===== src/rtl/alu_pkg.sv =====
// Shared types, frame constants and CRC-4 helpers for the ALU serial receiver.
package alu_pkg;

  typedef enum logic [2:0] {
    AND = 3'b000,
    OR  = 3'b001,
    ADD = 3'b100,
    SUB = 3'b101
  } operation_t;

  localparam int   FRAME_BITS = 11;
  localparam logic CTL_DATA   = 1'b0;
  localparam logic CTL_CMD    = 1'b1;

  typedef enum logic [1:0] {IDLE, SHIFT, DONE, WAIT_HI} rx_state_t;

  typedef struct packed {
    logic frame;
    logic data;
    logic op;
    logic crc;
  } rx_err_t;

  // One serial step of CRC-4, x^4+x+1.
  function automatic logic [3:0] crc4_step(input logic [3:0] c, input logic b);
    logic fb;
    fb = c[3] ^ b;
    return {c[2], c[1], c[0] ^ fb, fb};
  endfunction

  function automatic logic [3:0] crc4_calc(input logic [67:0] m);
    logic [3:0] c;
    c = '0;
    for (int i = 67; i >= 0; i--) c = crc4_step(c, m[i]);
    return c;
  endfunction

  function automatic logic op_valid(input logic [2:0] op);
    return op inside {AND, OR, ADD, SUB};
  endfunction

endpackage


===== src/rtl/alu_rx_crc4.sv =====
// Serial CRC-4 accumulator over data bytes; the marker and op bits are folded
// in combinationally at CMD time. Only built with ALU_RX_CRC_CHECK_EN.
module alu_rx_crc4
  import alu_pkg::*;
(
  input  logic       clk,
  input  logic       rst_n,
  input  logic       clr_i,
  input  logic       en_i,
  input  logic [7:0] byte_i,
  input  logic [2:0] op_i,
  output logic [3:0] crc_o
);

  logic [3:0] crc_q, crc_d;

  always_comb begin
    crc_d = crc_q;
    for (int i = 7; i >= 0; i--) crc_d = crc4_step(crc_d, byte_i[i]);
  end

  always_comb begin
    crc_o = crc4_step(crc_q, 1'b1);
    for (int i = 2; i >= 0; i--) crc_o = crc4_step(crc_o, op_i[i]);
  end

  always_ff @(posedge clk) begin
    if (!rst_n || clr_i) crc_q <= '0;
    else if (en_i)       crc_q <= crc_d;
  end

endmodule


===== src/rtl/alu_serial_rx.sv =====
// Serial command deserializer for the ALU core: 8 data frames then one CMD frame.
// Define ALU_RX_CRC_CHECK_EN to build the CRC-4 checker; otherwise err_crc is 0.
module alu_serial_rx
  import alu_pkg::*;
#(
  parameter int DW             = 32,
  parameter int NUM_DATA_BYTES = 8
) (
  input  logic          clk,
  input  logic          rst_n,
  input  logic          sin,
  input  logic          out_ready,
  output logic          out_valid,
  output logic [DW-1:0] out_a,
  output logic [DW-1:0] out_b,
  output logic [2:0]    out_op,
  output logic [3:0]    out_crc,
  output logic          err_frame,
  output logic          err_data,
  output logic          err_op,
  output logic          err_crc,
  output logic          overrun
);

  localparam int            BAW      = NUM_DATA_BYTES * 8;
  localparam int            CW       = $clog2(NUM_DATA_BYTES + 1);
  localparam logic [CW-1:0] NDB      = CW'(NUM_DATA_BYTES);
  localparam logic [3:0]    STOP_IDX = 4'(FRAME_BITS - 2);

  rx_state_t      state_q, state_d;
  logic [3:0]     bit_cnt_q, bit_cnt_d;
  logic [9:0]     sh_q, sh_d;
  logic [CW-1:0]  cnt_q, cnt_d;
  logic           many_q, many_d;
  logic [BAW-1:0] ba_q, ba_d;
  logic           vld_q, vld_d, ovr_q, ovr_d;
  logic [DW-1:0]  a_q, a_d, b_q, b_d;
  logic [2:0]     op_q, op_d;
  logic [3:0]     crc_q, crc_d;
  rx_err_t        err_q, err_d;

  logic           emit;
  logic [DW-1:0]  na, nb;
  logic [2:0]     nop;
  logic [3:0]     ncrc;
  rx_err_t        nerr;

  // After 10 shifts: sh_q = {ctl, d7..d0, stop}
  logic       rx_ctl, rx_stop, data_ok, crc_bad;
  logic [7:0] rx_byte;
  assign rx_ctl  = sh_q[9];
  assign rx_byte = sh_q[8:1];
  assign rx_stop = sh_q[0];
  assign data_ok = (cnt_q == NDB) && !many_q;

`ifdef ALU_RX_CRC_CHECK_EN
  logic [3:0] crc_calc;
  logic       crc_clr, crc_en;
  assign crc_clr = (state_q == DONE) && (!rx_stop || rx_ctl == CTL_CMD);
  assign crc_en  = (state_q == DONE) && rx_stop && rx_ctl == CTL_DATA && cnt_q != NDB;

  alu_rx_crc4 u_crc (
    .clk    (clk),
    .rst_n  (rst_n),
    .clr_i  (crc_clr),
    .en_i   (crc_en),
    .byte_i (rx_byte),
    .op_i   (rx_byte[6:4]),
    .crc_o  (crc_calc)
  );
  assign crc_bad = data_ok && (crc_calc != rx_byte[3:0]);
`else
  assign crc_bad = 1'b0;
`endif

  always_comb begin
    state_d   = state_q;
    bit_cnt_d = bit_cnt_q;
    sh_d      = sh_q;
    cnt_d     = cnt_q;
    many_d    = many_q;
    ba_d      = ba_q;
    vld_d     = vld_q;
    ovr_d     = ovr_q;
    a_d       = a_q;
    b_d       = b_q;
    op_d      = op_q;
    crc_d     = crc_q;
    err_d     = err_q;
    emit      = 1'b0;
    na        = '0;
    nb        = '0;
    nop       = '0;
    ncrc      = '0;
    nerr      = '0;

    if (vld_q && out_ready) vld_d = 1'b0;

    unique case (state_q)
      IDLE: if (!sin) begin
        state_d   = SHIFT;
        bit_cnt_d = '0;
      end
      SHIFT: begin
        sh_d      = {sh_q[8:0], sin};
        bit_cnt_d = bit_cnt_q + 4'd1;
        if (bit_cnt_q == STOP_IDX) state_d = DONE;
      end
      DONE: begin
        if (!rx_stop) begin
          state_d    = WAIT_HI;
          emit       = 1'b1;
          nerr.frame = 1'b1;
          cnt_d      = '0;
          many_d     = 1'b0;
          ba_d       = '0;
        end else begin
          state_d = IDLE;
          if (rx_ctl == CTL_DATA) begin
            if (cnt_q == NDB) many_d = 1'b1;
            else begin
              ba_d  = {ba_q[BAW-9:0], rx_byte};
              cnt_d = cnt_q + 1'b1;
            end
          end else begin
            emit      = 1'b1;
            nop       = rx_byte[6:4];
            ncrc      = rx_byte[3:0];
            nerr.data = !data_ok;
            nerr.op   = !op_valid(rx_byte[6:4]);
            nerr.crc  = crc_bad;
            if (data_ok) begin
              na = ba_q[DW-1:0];
              nb = ba_q[BAW-1 -: DW];
            end
            cnt_d  = '0;
            many_d = 1'b0;
            ba_d   = '0;
          end
        end
      end
      WAIT_HI: if (sin) state_d = IDLE;
    endcase

    // A still-unaccepted packet wins; the newcomer is dropped and flagged.
    if (emit) begin
      if (vld_q && !out_ready) ovr_d = 1'b1;
      else begin
        vld_d = 1'b1;
        a_d   = na;
        b_d   = nb;
        op_d  = nop;
        crc_d = ncrc;
        err_d = nerr;
      end
    end
  end

  always_ff @(posedge clk) begin
    if (!rst_n) begin
      state_q   <= WAIT_HI;
      bit_cnt_q <= '0;
      sh_q      <= '0;
      cnt_q     <= '0;
      many_q    <= 1'b0;
      ba_q      <= '0;
      vld_q     <= 1'b0;
      ovr_q     <= 1'b0;
      a_q       <= '0;
      b_q       <= '0;
      op_q      <= '0;
      crc_q     <= '0;
      err_q     <= '0;
    end else begin
      state_q   <= state_d;
      bit_cnt_q <= bit_cnt_d;
      sh_q      <= sh_d;
      cnt_q     <= cnt_d;
      many_q    <= many_d;
      ba_q      <= ba_d;
      vld_q     <= vld_d;
      ovr_q     <= ovr_d;
      a_q       <= a_d;
      b_q       <= b_d;
      op_q      <= op_d;
      crc_q     <= crc_d;
      err_q     <= err_d;
    end
  end

  assign out_valid = vld_q;
  assign out_a     = a_q;
  assign out_b     = b_q;
  assign out_op    = op_q;
  assign out_crc   = crc_q;
  assign err_frame = err_q.frame;
  assign err_data  = err_q.data;
  assign err_op    = err_q.op;
  assign err_crc   = err_q.crc;
  assign overrun   = ovr_q;

endmodule


===== config.mk =====
export PLATFORM = sky130hd
export DESIGN_NAME = alu_serial_rx
export DESIGN_NICKNAME = d
export VERILOG_FILES = /design/src/rtl/alu_pkg.sv /design/src/rtl/alu_rx_crc4.sv /design/src/rtl/alu_serial_rx.sv
export SDC_FILE = /design/constraint.sdc
export NUM_CORES = 1
export LEC_CHECK = 0
export BUFFER_PORTS_ARGS = -buffer_cell sky130_fd_sc_hd__clkbuf_2
export CORE_MARGIN = 5
export CORE_UTILIZATION = 50
export CTS_BUF_LIST = sky130_fd_sc_hd__clkbuf_16
export DETAILED_ROUTE_END_ITERATION = 16
export PLACE_DENSITY = 0.7
export SLEW_MARGIN = 20
export SYNTH_ARGS = -nofsm -noshare
export SYNTH_HDL_FRONTEND = slang
export SYNTH_SLANG_ARGS = --single-unit

===== constraint.sdc =====
create_clock -name clk -period 1.85 [get_ports clk]
set_clock_uncertainty 0.15 [all_clocks]
set_input_delay 0.37 -clock clk [delete_from_list [all_inputs] [get_ports clk]]
set_output_delay 0.37 -clock clk [all_outputs]
set_load 0.02 [all_outputs]

==> results by group <==
Outcome
  • Outcome: finished, final reports clean

Worst setup path
  • RR Endpoint: ba_q[63]
  • Required time of the worst setup path: between 2 and 2.5 ns
  • Worst R2R Setup Slack: about 0.063 ns
  • Worst Setup End Kind: flop
  • CP peak stage delay: 0.48 ns
  • Worst r2r path cells: 6
  • Setup crit start kind: flop
  • Critical path's top delay family: simple AND/OR/NAND/NOR gates
  • Worst EP arrival: between 1.5 and 2 ns
  • CP max stage cell: or4_1
  • WS Path Type: reg2reg
  • Crit path buf inv count: 2
  • CP max FO: 6
  • Crit-path cells: inv_1, ha_1, and3b_2, buf_12, or4_1, o31ai_1
  • R2R Path Start: cnt_q[0]

Yosys
  • Syn Area/Cell: ~8.9 sq um
  • Mapped Cells: 725
  • Post-Syn Nets: between 700 and 800
  • Share of flip-flops with an asynchronous set or reset: 0%
  • Netlist cell types: 39
  • Ys flop type: dfxtp_1
  • EDFF count, synth: 0
  • Seq/Total Area, Yosys: 49.8%
  • Area share of the largest cell type after synthesis: approximately 50%
  • Mapped cell area: 0.00644 sq mm
  • Synth Warn #: 0
  • Synthesized flop and latch total: 160
  • Area contributors post-synth: dfxtp_1, nand2_1, o32ai_1
  • Largest area contributor in the netlist: dfxtp_1

Layout
  • Final #Nets: about 790
  • Reg area: 0.00320 sq mm
  • Layout Utilization: between 60% and 70%
  • Filler cell count: 1113
  • Antenna cells: 0
  • Multi-input gate area: between 0.002 and 0.003 sq mm
  • Final non-filler cell area: 0.00774 sq mm
  • Share of cells above drive strength 1: 19.4%
  • Synth-to-layout area growth: 20.3%

Placement
  • DP Area: slightly above 0.007 sq mm
  • Port bufs: just under 80
  • RD Place Congestion: ~0.84
  • Post-Place Setup Slack: between 0.06 and 0.07 ns
  • Dpl hpwl: about 10000 um

Routing
  • Final wirelength: 15600 um
  • Drt first-iter violations: 359
  • Post-route DRC: 0
  • Post-route ant nets: 0
  • Via count: around 5.5k
  • Routed len/inst: about 16 um
  • First-pass DRT Iterations: 5
  • Vias/cell: about 5.7

STA
  • Fin Hold WS: 0.0501 ns
  • Max-slew violations: 0
  • # setup viols final: 0
  • Hold Fails Final Rpt: 0
  • Max Fclk: about 560 MHz
  • Minimum clock period: roughly 1.8 ns
  • RSZ-0062 raised after global routing: true
  • Fin crit share: between 90% and 100%
  • Worst setup margin: roughly 0.063 ns

Clock tree
  • Num CTS Buffers: 17
  • Clk sink count: 160
  • CTS Buffer Depth: 2
  • Clk Latency, worst-skew pair: 0.42 ns
  • Htree depth: 4
  • CTS tree: yes
  • CTS clk-pin slew, worst paths: 0.06 ns
  • CTS root buf: clkbuf_16

Global route
  • Initial antenna violation count: 0
  • Total track usage: 21.0%
  • Largest net degree at the start of global routing: 72
  • Global-route wire length before repair: about 26000 um
  • Grt ovf: 0
  • Number of global-route vias before repair: 5271

Job
  • Max Cap Viol: 0

Floorplanning
  • Die height: roughly 120 um
  • Die ar.: about 0.015 sq mm
  • Core ar.: 0.0126 sq mm
  • Initial core utilization: 51.0%
  • Placement row count: roughly 40
  • I/O pins: 81
  • Die W: 123 um

Min path
  • Hold Path Class: in2reg
  • Worst-case hold path end point: sh_q[0]
  • Hold wc startpoint: sin
  • Hold depth: 3

Power and ir drop
  • Leak: approximately 2.8 nW
  • PD cells: 928 mW/mm^2
  • Worst VDD drop: ~0.52 mV
[metrics by stage]
| stage | total power, mW | instances | TNS, ns |
|---|---|---|---|
| final | 7.18 | 969 | 0 |
| after global routing | 7.44 | 969 | -0.0263 |
| after CTS | 7.24 | 964 | 0 |
| after detailed placement | 4.04 | 933 | 0 |
| after global placement | 4.03 | 933 | 0 |
| after floorplan | 3.89 | 725 | 0 |
[state kept, by name (all words and copies together), names as in the netlist]
| name | count |
|---|---|
| state_q | 2 |
| out_valid | 1 |
| cnt_q | 4 |
| out_a | 32 |
| overrun | 1 |
| err_frame | 1 |
| out_op | 3 |
| out_b | 32 |
| err_data | 1 |
| many_q | 1 |
| ba_q | 64 |
| out_crc | 4 |
| sh_q | 10 |
| bit_cnt_q | 4 |
[worst min-delay path: cells and delay by family]
kind	cells	cell delay, ns
simple gates	1	0.05
compound gates	1	0.05
buf+inv	1	0.10
[layer usage]
| metal | wire length (um) | up-vias | GRT usage (%) | share of wire (%) |
|---|---|---|---|---|
| met3 | 684 | 22 | 4.48 | 4.4 |
| met4 | 261 | 0 | 7.82 | 1.7 |
| met1 | 6860 | 2625 | 26.2 | 44 |
| met2 | 7790 | 136 | 35.7 | 50 |
| met5 | 0 | - | 0 | 0 |
| li1 | - | 2718 | - | - |
[worst max path at each step]
stage	start	end	depth (start not counted)
6_report	cnt_q[0]	ba_q[63]	6
5_1_grt	cnt_q[0]	ba_q[23]	6
4_1_cts	cnt_q[0]	ba_q[63]	6
3_5_place_dp	cnt_q[0]	ba_q[23]	6
3_3_place_gp	cnt_q[0]	ba_q[23]	6
2_1_floorplan	cnt_q[0]	ba_q[18]	7
[logic make-up after synthesis]
family | after synthesis | synth area share (%)
buf+inv | 83 | 5.97
mux | 31 | 4.82
flops | 160 | 49.8
fa+ha+maj | 4 | 0.778
simple gates | 246 | 17.0
other cells | 1 | 0.0583
compound gates | 200 | 21.6
[report_power, final]
group | leakage [nW] | total (mW) | switching (mW) | internal, mW
Clock | 0.279 | 3.21 | 1.28 | 1.92
Combinational | 1.19 | 0.499 | 0.329 | 0.170
Sequential | 1.29 | 3.48 | 0.0120 | 3.46
Total | 2.76 | 7.18 | 1.62 | 5.56
[cell usage after synthesis, types with 5 or more instances]
| library cell | n |
|---|---|
| o31ai_1 | 5 |
| o21ai_0 | 36 |
| a21oi_1 | 48 |
| o22ai_1 | 8 |
| nand2_1 | 169 |
| mux2i_1 | 31 |
| nand3_1 | 45 |
| a21o_1 | 32 |
| inv_1 | 6 |
| buf_2 | 34 |
| dfxtp_1 | 160 |
| o32ai_1 | 60 |
| or4_1 | 5 |
| clkbuf_1 | 34 |
| nand2b_1 | 7 |
| buf_4 | 6 |
[cell type report]
| class | instances | share of cell area [%] |
|---|---|---|
| flip-flops and latches | 160 | 41.4 |
| multi-input cells | 482 | 37.4 |
| inverters | 6 | 0.291 |
| repair buffers | 118 | 11.2 |
| clock buffers | 17 | 5.50 |
| well taps | 172 | 2.78 |
| clock inverters | 14 | 1.44 |
[placed cells by master (no fill, tap or decap), types with 8 or more instances in the layout]
| cell | count |
|---|---|
| nand2_1 | 169 |
| dfxtp_1 | 159 |
| clkbuf_2 | 78 |
| o32ai_1 | 60 |
| a21oi_1 | 48 |
| nand3_1 | 45 |
| o21ai_0 | 36 |
| a21o_1 | 32 |
| mux2i_1 | 31 |
| buf_4 | 26 |
| clkbuf_16 | 19 |
| inv_1 | 11 |
| buf_12 | 11 |
| o22ai_1 | 8 |
[what timing repair did]
action,CTS,global route
buffers inserted,0,3
hold buffers,0,0
resized for setup,0,5
endpoints found under the setup margin,0,12
No activity file was read; power rests on OpenSTA's default activity.
